$ cat config.mk
export PLATFORM = sky130hd
export DESIGN_NAME = unary_multi_adder_flat
export DESIGN_NICKNAME = d
export VERILOG_FILES = /design/src/rtl/unary_pkg.sv /design/src/rtl/unary_multi_adder_if.sv /design/src/rtl/unary_chan_counter.sv /design/src/rtl/unary_multi_adder.sv /design/src/flat_wrapper.sv
export SDC_FILE = /design/constraint.sdc
export NUM_CORES = 1
export LEC_CHECK = 0
export CAP_MARGIN = 20
export CORE_MARGIN = 4
export CORE_UTILIZATION = 39
export DETAILED_ROUTE_END_ITERATION = 6
export DONT_BUFFER_PORTS = 1
export GPL_TIMING_DRIVEN = 0
export PLACE_DENSITY_LB_ADDON = 0.25
export SYNTH_ARGS = -nofsm -noshare
export SYNTH_HDL_FRONTEND = slang
export SYNTH_SLANG_ARGS = --single-unit
$ cat constraint.sdc
create_clock -name clk -period 4.8 [get_ports clk]
set_input_delay 0.48 -clock clk [delete_from_list [all_inputs] [get_ports clk]]
set_output_delay 0.48 -clock clk [all_outputs]
set_load 0.03 [all_outputs]
$ cat src/rtl/unary_pkg.sv
// Shared definitions for the unary multi-channel adder.
// Holds the FSM state encoding, the default parameter values and the
// width of the registered sum.
package unary_pkg;

   typedef enum logic [1:0] {
      ST_IDLE    = 2'd0,
      ST_COLLECT = 2'd1,
      ST_EMIT    = 2'd2,
      ST_DONE    = 2'd3
   } state_t;

   localparam int DEF_N_CH    = 2;
   localparam int DEF_CNT_W   = 8;
   localparam int DEF_MAX_LEN = 255;

   // The sum of N_CH counters of CNT_W bits each needs $clog2(N_CH) guard bits.
   function automatic int sum_width(input int n_ch, input int cnt_w);
      return cnt_w + $clog2(n_ch);
   endfunction

endpackage

$ cat src/rtl/unary_multi_adder_if.sv
// Bus bundle for the unary multi-channel adder.
// master: sample producer / result consumer; slave: the adder itself.
interface unary_multi_adder_if
   import unary_pkg::*;
#(
   parameter int N_CH  = DEF_N_CH,
   parameter int CNT_W = DEF_CNT_W
);
   logic [N_CH-1:0]       in_bits;
   logic [N_CH-1:0]       ready;
   logic                  valid;
   logic                  y;
   logic [CNT_W-1:0]      y_count;
   logic [N_CH*CNT_W-1:0] in_count;
   logic [N_CH*CNT_W-1:0] in_ones;
   logic                  busy;

   modport master (
      output in_bits, ready,
      input  valid, y, y_count, in_count, in_ones, busy
   );

   modport slave (
      input  in_bits, ready,
      output valid, y, y_count, in_count, in_ones, busy
   );
endinterface

$ cat src/rtl/unary_chan_counter.sv
// Per-channel sample and ones counter for the unary multi-channel adder.
// clr restarts the frame while still accepting the current sample, so a
// frame's first sample is never lost. hit flags the edge on which the
// sample count reaches MAX_LEN.
module unary_chan_counter
   import unary_pkg::*;
#(
   parameter int CNT_W   = DEF_CNT_W,
   parameter int MAX_LEN = DEF_MAX_LEN
) (
   input  logic             clk,
   input  logic             reset,
   input  logic             clr,
   input  logic             acc,
   input  logic             in_bit,
   output logic [CNT_W-1:0] count,
   output logic [CNT_W-1:0] ones,
   output logic [CNT_W-1:0] ones_nxt,
   output logic             hit
);
   logic [CNT_W-1:0] count_nxt;

   // Next counter values: optional frame restart, then accept this cycle's sample.
   always_comb begin
      count_nxt = (clr ? '0 : count) + CNT_W'(acc);
      ones_nxt  = (clr ? '0 : ones) + CNT_W'(acc & in_bit);
      hit       = acc && (count_nxt == CNT_W'(MAX_LEN));
   end

   // Counter registers; values hold whenever nothing is accepted.
   always_ff @(posedge clk or posedge reset) begin
      if (reset) begin
         count <= '0;
         ones  <= '0;
      end else begin
         count <= count_nxt;
         ones  <= ones_nxt;
      end
   end
endmodule

$ cat src/rtl/unary_multi_adder.sv
// Unary multi-channel adder: collects unary samples on N_CH channels, then
// emits the total number of ones as a run of S consecutive ones on y.
// Optional macro UNARY_SAT_EN: clamp S to 2^CNT_W-1 instead of truncating
// it to CNT_W bits.
module unary_multi_adder
   import unary_pkg::*;
#(
   parameter int N_CH    = DEF_N_CH,
   parameter int CNT_W   = DEF_CNT_W,
   parameter int MAX_LEN = DEF_MAX_LEN
) (
   input logic                clk,
   input logic                reset,
   unary_multi_adder_if.slave bus
);
   localparam int SUM_W = sum_width(N_CH, CNT_W);
`ifdef UNARY_SAT_EN
   localparam logic [SUM_W-1:0] CNT_MAX = {{(SUM_W-CNT_W){1'b0}}, {CNT_W{1'b1}}};
`endif

   state_t                state, state_nxt;
   logic [N_CH-1:0]       acc, hit;
   logic [CNT_W-1:0]      cnt_q [N_CH];
   logic [CNT_W-1:0]      ones_q [N_CH];
   logic [CNT_W-1:0]      ones_nxt [N_CH];
   logic                  clr, exit_collect;
   logic [SUM_W-1:0]      sum_nxt, s_q;
   logic [CNT_W-1:0]      s_eff_q, s_eff_nxt, y_count_q;
   logic                  valid_q, y_q;
   logic [N_CH*CNT_W-1:0] in_count_pk, in_ones_pk;

   // Reduce the full-width sum to the emission length y_count can represent.
   function automatic logic [CNT_W-1:0] fit_sum(input logic [SUM_W-1:0] s);
`ifdef UNARY_SAT_EN
      return (s > CNT_MAX) ? CNT_W'(CNT_MAX) : CNT_W'(s);
`else
      return CNT_W'(s);
`endif
   endfunction

   for (genvar i = 0; i < N_CH; i++) begin : g_chan
      unary_chan_counter #(.CNT_W(CNT_W), .MAX_LEN(MAX_LEN)) u_cnt (
         .clk      (clk),
         .reset    (reset),
         .clr      (clr),
         .acc      (acc[i]),
         .in_bit   (bus.in_bits[i]),
         .count    (cnt_q[i]),
         .ones     (ones_q[i]),
         .ones_nxt (ones_nxt[i]),
         .hit      (hit[i])
      );
   end

   // Sample acceptance, frame start and the sum including this cycle's samples.
   always_comb begin
      clr     = (state == ST_IDLE) && (|bus.ready);
      acc     = (state == ST_IDLE || state == ST_COLLECT) ? bus.ready : '0;
      sum_nxt = '0;
      for (int i = 0; i < N_CH; i++) begin
         sum_nxt = sum_nxt + SUM_W'(ones_nxt[i]);
      end
      s_eff_nxt = fit_sum(sum_nxt);
      s_eff_q   = fit_sum(s_q);
   end

   // Next-state logic; leaving collection skips EMIT entirely when S is zero.
   always_comb begin
      state_nxt    = state;
      exit_collect = 1'b0;
      case (state)
         ST_IDLE:    if (|bus.ready) begin
                        if (|hit) exit_collect = 1'b1;
                        else      state_nxt    = ST_COLLECT;
                     end
         ST_COLLECT: if (!(|bus.ready) || (|hit)) exit_collect = 1'b1;
         ST_EMIT:    if (y_count_q == s_eff_q) state_nxt = ST_DONE;
         ST_DONE:    state_nxt = ST_IDLE;
         default:    state_nxt = ST_IDLE;
      endcase
      if (exit_collect) state_nxt = (s_eff_nxt == '0) ? ST_DONE : ST_EMIT;
   end

   // State register and the sum captured on leaving collection.
   always_ff @(posedge clk or posedge reset) begin
      if (reset) begin
         state <= ST_IDLE;
         s_q   <= '0;
      end else begin
         state <= state_nxt;
         if (exit_collect) s_q <= sum_nxt;
      end
   end

   // Registered stream outputs; y_count already includes the one on y this cycle.
   always_ff @(posedge clk or posedge reset) begin
      if (reset) begin
         valid_q   <= 1'b0;
         y_q       <= 1'b0;
         y_count_q <= '0;
      end else begin
         valid_q <= (state_nxt == ST_EMIT);
         y_q     <= (state_nxt == ST_EMIT);
         if (clr)                        y_count_q <= '0;
         else if (state_nxt == ST_EMIT) y_count_q <= y_count_q + CNT_W'(1);
      end
   end

   // Pack per-channel counters onto the flat output buses.
   always_comb begin
      in_count_pk = '0;
      in_ones_pk  = '0;
      for (int i = 0; i < N_CH; i++) begin
         in_count_pk[i*CNT_W +: CNT_W] = cnt_q[i];
         in_ones_pk[i*CNT_W +: CNT_W]  = ones_q[i];
      end
   end

   assign bus.valid    = valid_q;
   assign bus.y        = y_q;
   assign bus.y_count  = y_count_q;
   assign bus.in_count = in_count_pk;
   assign bus.in_ones  = in_ones_pk;
   assign bus.busy     = (state != ST_IDLE);
endmodule

$ cat src/flat_wrapper.sv
// flat-port wrapper written by rule: the top's interface ports become plain ports
module unary_multi_adder_flat import unary_pkg::*;
#(
   parameter int N_CH    = DEF_N_CH,
   parameter int CNT_W   = DEF_CNT_W,
   parameter int MAX_LEN = DEF_MAX_LEN
)
  (clk, reset, bus_in_bits, bus_ready, bus_valid, bus_y, bus_y_count, bus_in_count, bus_in_ones, bus_busy);
  unary_multi_adder_if #(.N_CH(N_CH), .CNT_W(CNT_W)) bus_i ();
  input logic clk;
  input logic reset;
  input wire logic [$bits(bus_i.in_bits)-1:0] bus_in_bits;
  input wire logic [$bits(bus_i.ready)-1:0] bus_ready;
  output wire logic [$bits(bus_i.valid)-1:0] bus_valid;
  output wire logic [$bits(bus_i.y)-1:0] bus_y;
  output wire logic [$bits(bus_i.y_count)-1:0] bus_y_count;
  output wire logic [$bits(bus_i.in_count)-1:0] bus_in_count;
  output wire logic [$bits(bus_i.in_ones)-1:0] bus_in_ones;
  output wire logic [$bits(bus_i.busy)-1:0] bus_busy;
  assign bus_i.in_bits = bus_in_bits;
  assign bus_i.ready = bus_ready;
  assign bus_valid = bus_i.valid;
  assign bus_y = bus_i.y;
  assign bus_y_count = bus_i.y_count;
  assign bus_in_count = bus_i.in_count;
  assign bus_in_ones = bus_i.in_ones;
  assign bus_busy = bus_i.busy;
  unary_multi_adder #(.N_CH(N_CH), .CNT_W(CNT_W), .MAX_LEN(MAX_LEN)) u_core (.clk(clk), .reset(reset), .bus(bus_i));
endmodule
==> reports/results.tsv <==
metric	value	unit
largest net degree at the start of global routing	31	
Largest stage delay, worst path	480	ps
Bufs and invs on worst path	3	
fin util	43.99	%
global-route wire length before repair	10810	um
RD Place Congestion	0.7663	
Mean Syn Cell Area	9.777	um^2
Residual DRC	0	
startpoint class of the critical path	flip-flop	
CP Data Required Time	4980	ps
cell area after layout	3242	um^2
CP endpoint kind	flip-flop	
Synth Register Bits	51	
WL final	6588	um
run status	finished clean	
slowest CP cell	dfrtp_2	
asr flop ratio synth	100.0	%
CTS tree	yes	
ANT nets after route	0	
Synth area leaders	dfrtp_1, ha_1, xor2_1	
Post-Synthesis Cell Area	2992	um^2
Worst-path clk slew	100	ps
worst rel slew slack	54.86	%
setup bufs post-CTS	0	
Worst Hold Class	input port to async pin	
Tcrit/Tclk final	92.38	%
Critical R2R Launch	u_core.state[1]	
Crit Path Max Fanout	10	
Post-synth EDFFs	0	
Setup violations, final	0	
share of layout cells above drive strength 1	10.79	%
vias in the first global route	2180	
Pwr Density	489.9	nW/um^2
Crit Reg-Reg Endpoint	u_core.bus.y_count[1]	
GRT Residual Overflow	0	
die width	95.59	um
Final Skew	9.818	ps
die height	95.59	um
Initial Util	40.59	%
most frequent cells after synthesis	dfrtp_1, nor2_1, nand2_1	
synthesized instance count	306	
crit path time final	4434	ps
worst vdd ir	0.1455	mV
static leakage	1.410	nW
Least-Margin Pin Slew	671.9	ps
critical path class	flip-flop to flip-flop	
First-pass DRT Iterations	4	
wire per inst	15.91	um
floorplan row count	31	
Levels on crit path	17	
library cells used by synthesis	53	
dpl cell area	3136	um^2
Top Family by Delay on Critical Path	simple AND/OR/NAND/NOR gates	
Worst setup startpoint	u_core.state[1]	
IO Count	49	
htree depth	2	
R2R Setup Slk	370	ps
worst path cell trace	nor2_2, nand2_2, clkbuf_2, and2_1, ha_1, xnor2_1, inv_1, fa_1, nor2b_1, o21ai_0, a211oi_1, nand4_1, or3_1, o22ai_2, buf_6, mux2i_1, nor2_1	
dpl hpwl	4984	um
RSZ-0062 raised after global routing	no	
Arrival @ worst endpoint	4620	ps
Ant. Diodes	0	
Sink Count	51	
Fmax achieved	225.5	MHz
post-synthesis sequential area ratio	42.66	%
Synth Flop Type	dfrtp_1	
die area	9136	um^2
Worst R2R Path Depth	17	
CTS buffer count	5	
Area growth, synth to finish	8.365	%
Yosys top cell area share	42.66	%
CP Capture Point	u_core.bus.y_count[1]	
max-cap viol count	0	
Synth Warn #	0	
Net Count, Synth	329	
worst skew pair latency	310	ps
via/cell ratio	5.372	
Final Hold Fails	0	
DR vias	2224	
initial antenna violation count	0	
final slew viol count	0	
largest area contributor in the netlist	dfrtp_1	
core region area	7370	um^2
GRT Total Usage	15.24	%
most numerous cell in the Yosys netlist	dfrtp_1	
Max clock buf depth	2	
CTS Root Cell	clkbuf_8	
Initial DRC Count	99	
IO buf count	0	
Layout Nets	337	
[repair_timing]
action,CTS,global route
hold buffers,0,0
gates resized for setup,1,3
setup endpoints to repair,1,7
pin swaps,0,0
[how the worst min path moves through the flow]
stage | slack (ps) | cells past startpoint | end
2_1_floorplan | 500 | 1 | u_core.s_q[5]
3_3_place_gp | 520 | 1 | u_core.s_q[7]
3_5_place_dp | 410 | 1 | u_core.bus.valid
4_1_cts | 60 | 1 | u_core.bus.y_count[5]
5_1_grt | 90 | 1 | u_core.bus.valid
6_report | 60 | 1 | u_core.bus.y_count[5]
[flip-flops by register name, indices dropped and copies added (netlist names)]
| name | cells |
|---|---|
| u_core.bus.valid | 1 |
| u_core.s_q | 8 |
| u_core.state | 2 |
| u_core.g_chan.u_cnt.count | 16 |
| u_core.bus.y_count | 8 |
| u_core.g_chan.u_cnt.ones | 16 |
[worst register-to-register path, cell delays in order, from the launching register on]
cell and delay [ps]:
dfrtp_2 480, nor2_2 200, nand2_2 180, clkbuf_2 270, and2_1 230, ha_1 250
xnor2_1 310, inv_1 110, fa_1 460, nor2b_1 220, o21ai_0 120, a211oi_1 340
nand4_1 180, or3_1 340, o22ai_2 190, buf_6 180, mux2i_1 190, nor2_1 60
[final cells by class]
class                   instances  area (um^2)
fillers                       710         4128
multi-input cells             232         1620
flip-flops and latches         51         1277
well taps                      99        123.9
clock buffers                   6        82.58
inverters                      14        52.55
plain buffers                   9        48.80
repair buffers                  1        20.02
clock inverters                 2        16.27
[layout by cell type (no fill, tap or decap), drive strengths merged, types with 4 or more instances in the layout]
cell type,count
dfrtp,51
nor2,28
nand2,21
xor2,19
xnor2,17
nand3,17
ha,16
inv,14
a21oi,13
and2,12
clkbuf,11
o21ai,10
nand4,9
or3,6
mux2i,6
mux2,5
buf,5
nand2b,4
o22ai,4
[kinds of logic (layout without fill, tap and decap cells)]
kind of cell / count (synthesis) / after routing / synth area share, %
fa+ha+maj: 17 / 17 / 7.361
simple gates: 119 / 119 / 20.95
flops: 51 / 51 / 42.66
xor+xnor: 36 / 36 / 10.54
buf+inv: 23 / 32 / 3.346
compound gates: 49 / 49 / 11.25
mux: 11 / 11 / 3.890
[power by group]
part           switching, mW  leakage [nW]  internal (mW)
Combinational          0.278         0.689          0.227
Sequential             0.291         0.673          0.526
Clock                  0.148        0.0474          0.118
[layer usage]
metal | global-route usage, % | wire length, um | vias to the layer above
met3 | 4.262 | 434 | 7
met4 | 5.213 | 92 | 0
met5 | 0 | 0 | -
met2 | 24.78 | 3129 | 45
li1 | - | - | 1086
met1 | 19.41 | 2931 | 1086
[through the flow]
stage | hold WS (ps) | TNS (ps) | power (mW) | std cells | worst slack (ps)
after global placement | 517.6 | -382.1 | 1.320 | 405 | -127.7
after floorplan | 502.2 | 0 | 1.194 | 306 | 718.7
after CTS | 60.18 | 0 | 1.609 | 414 | 169.8
final | 55.66 | 0 | 1.588 | 414 | 366.0
after detailed placement | 413.7 | -679.7 | 1.336 | 406 | -174.6
after global routing | 88.40 | 0 | 1.711 | 414 | 16.68
(Power assumes the default switching activity.)
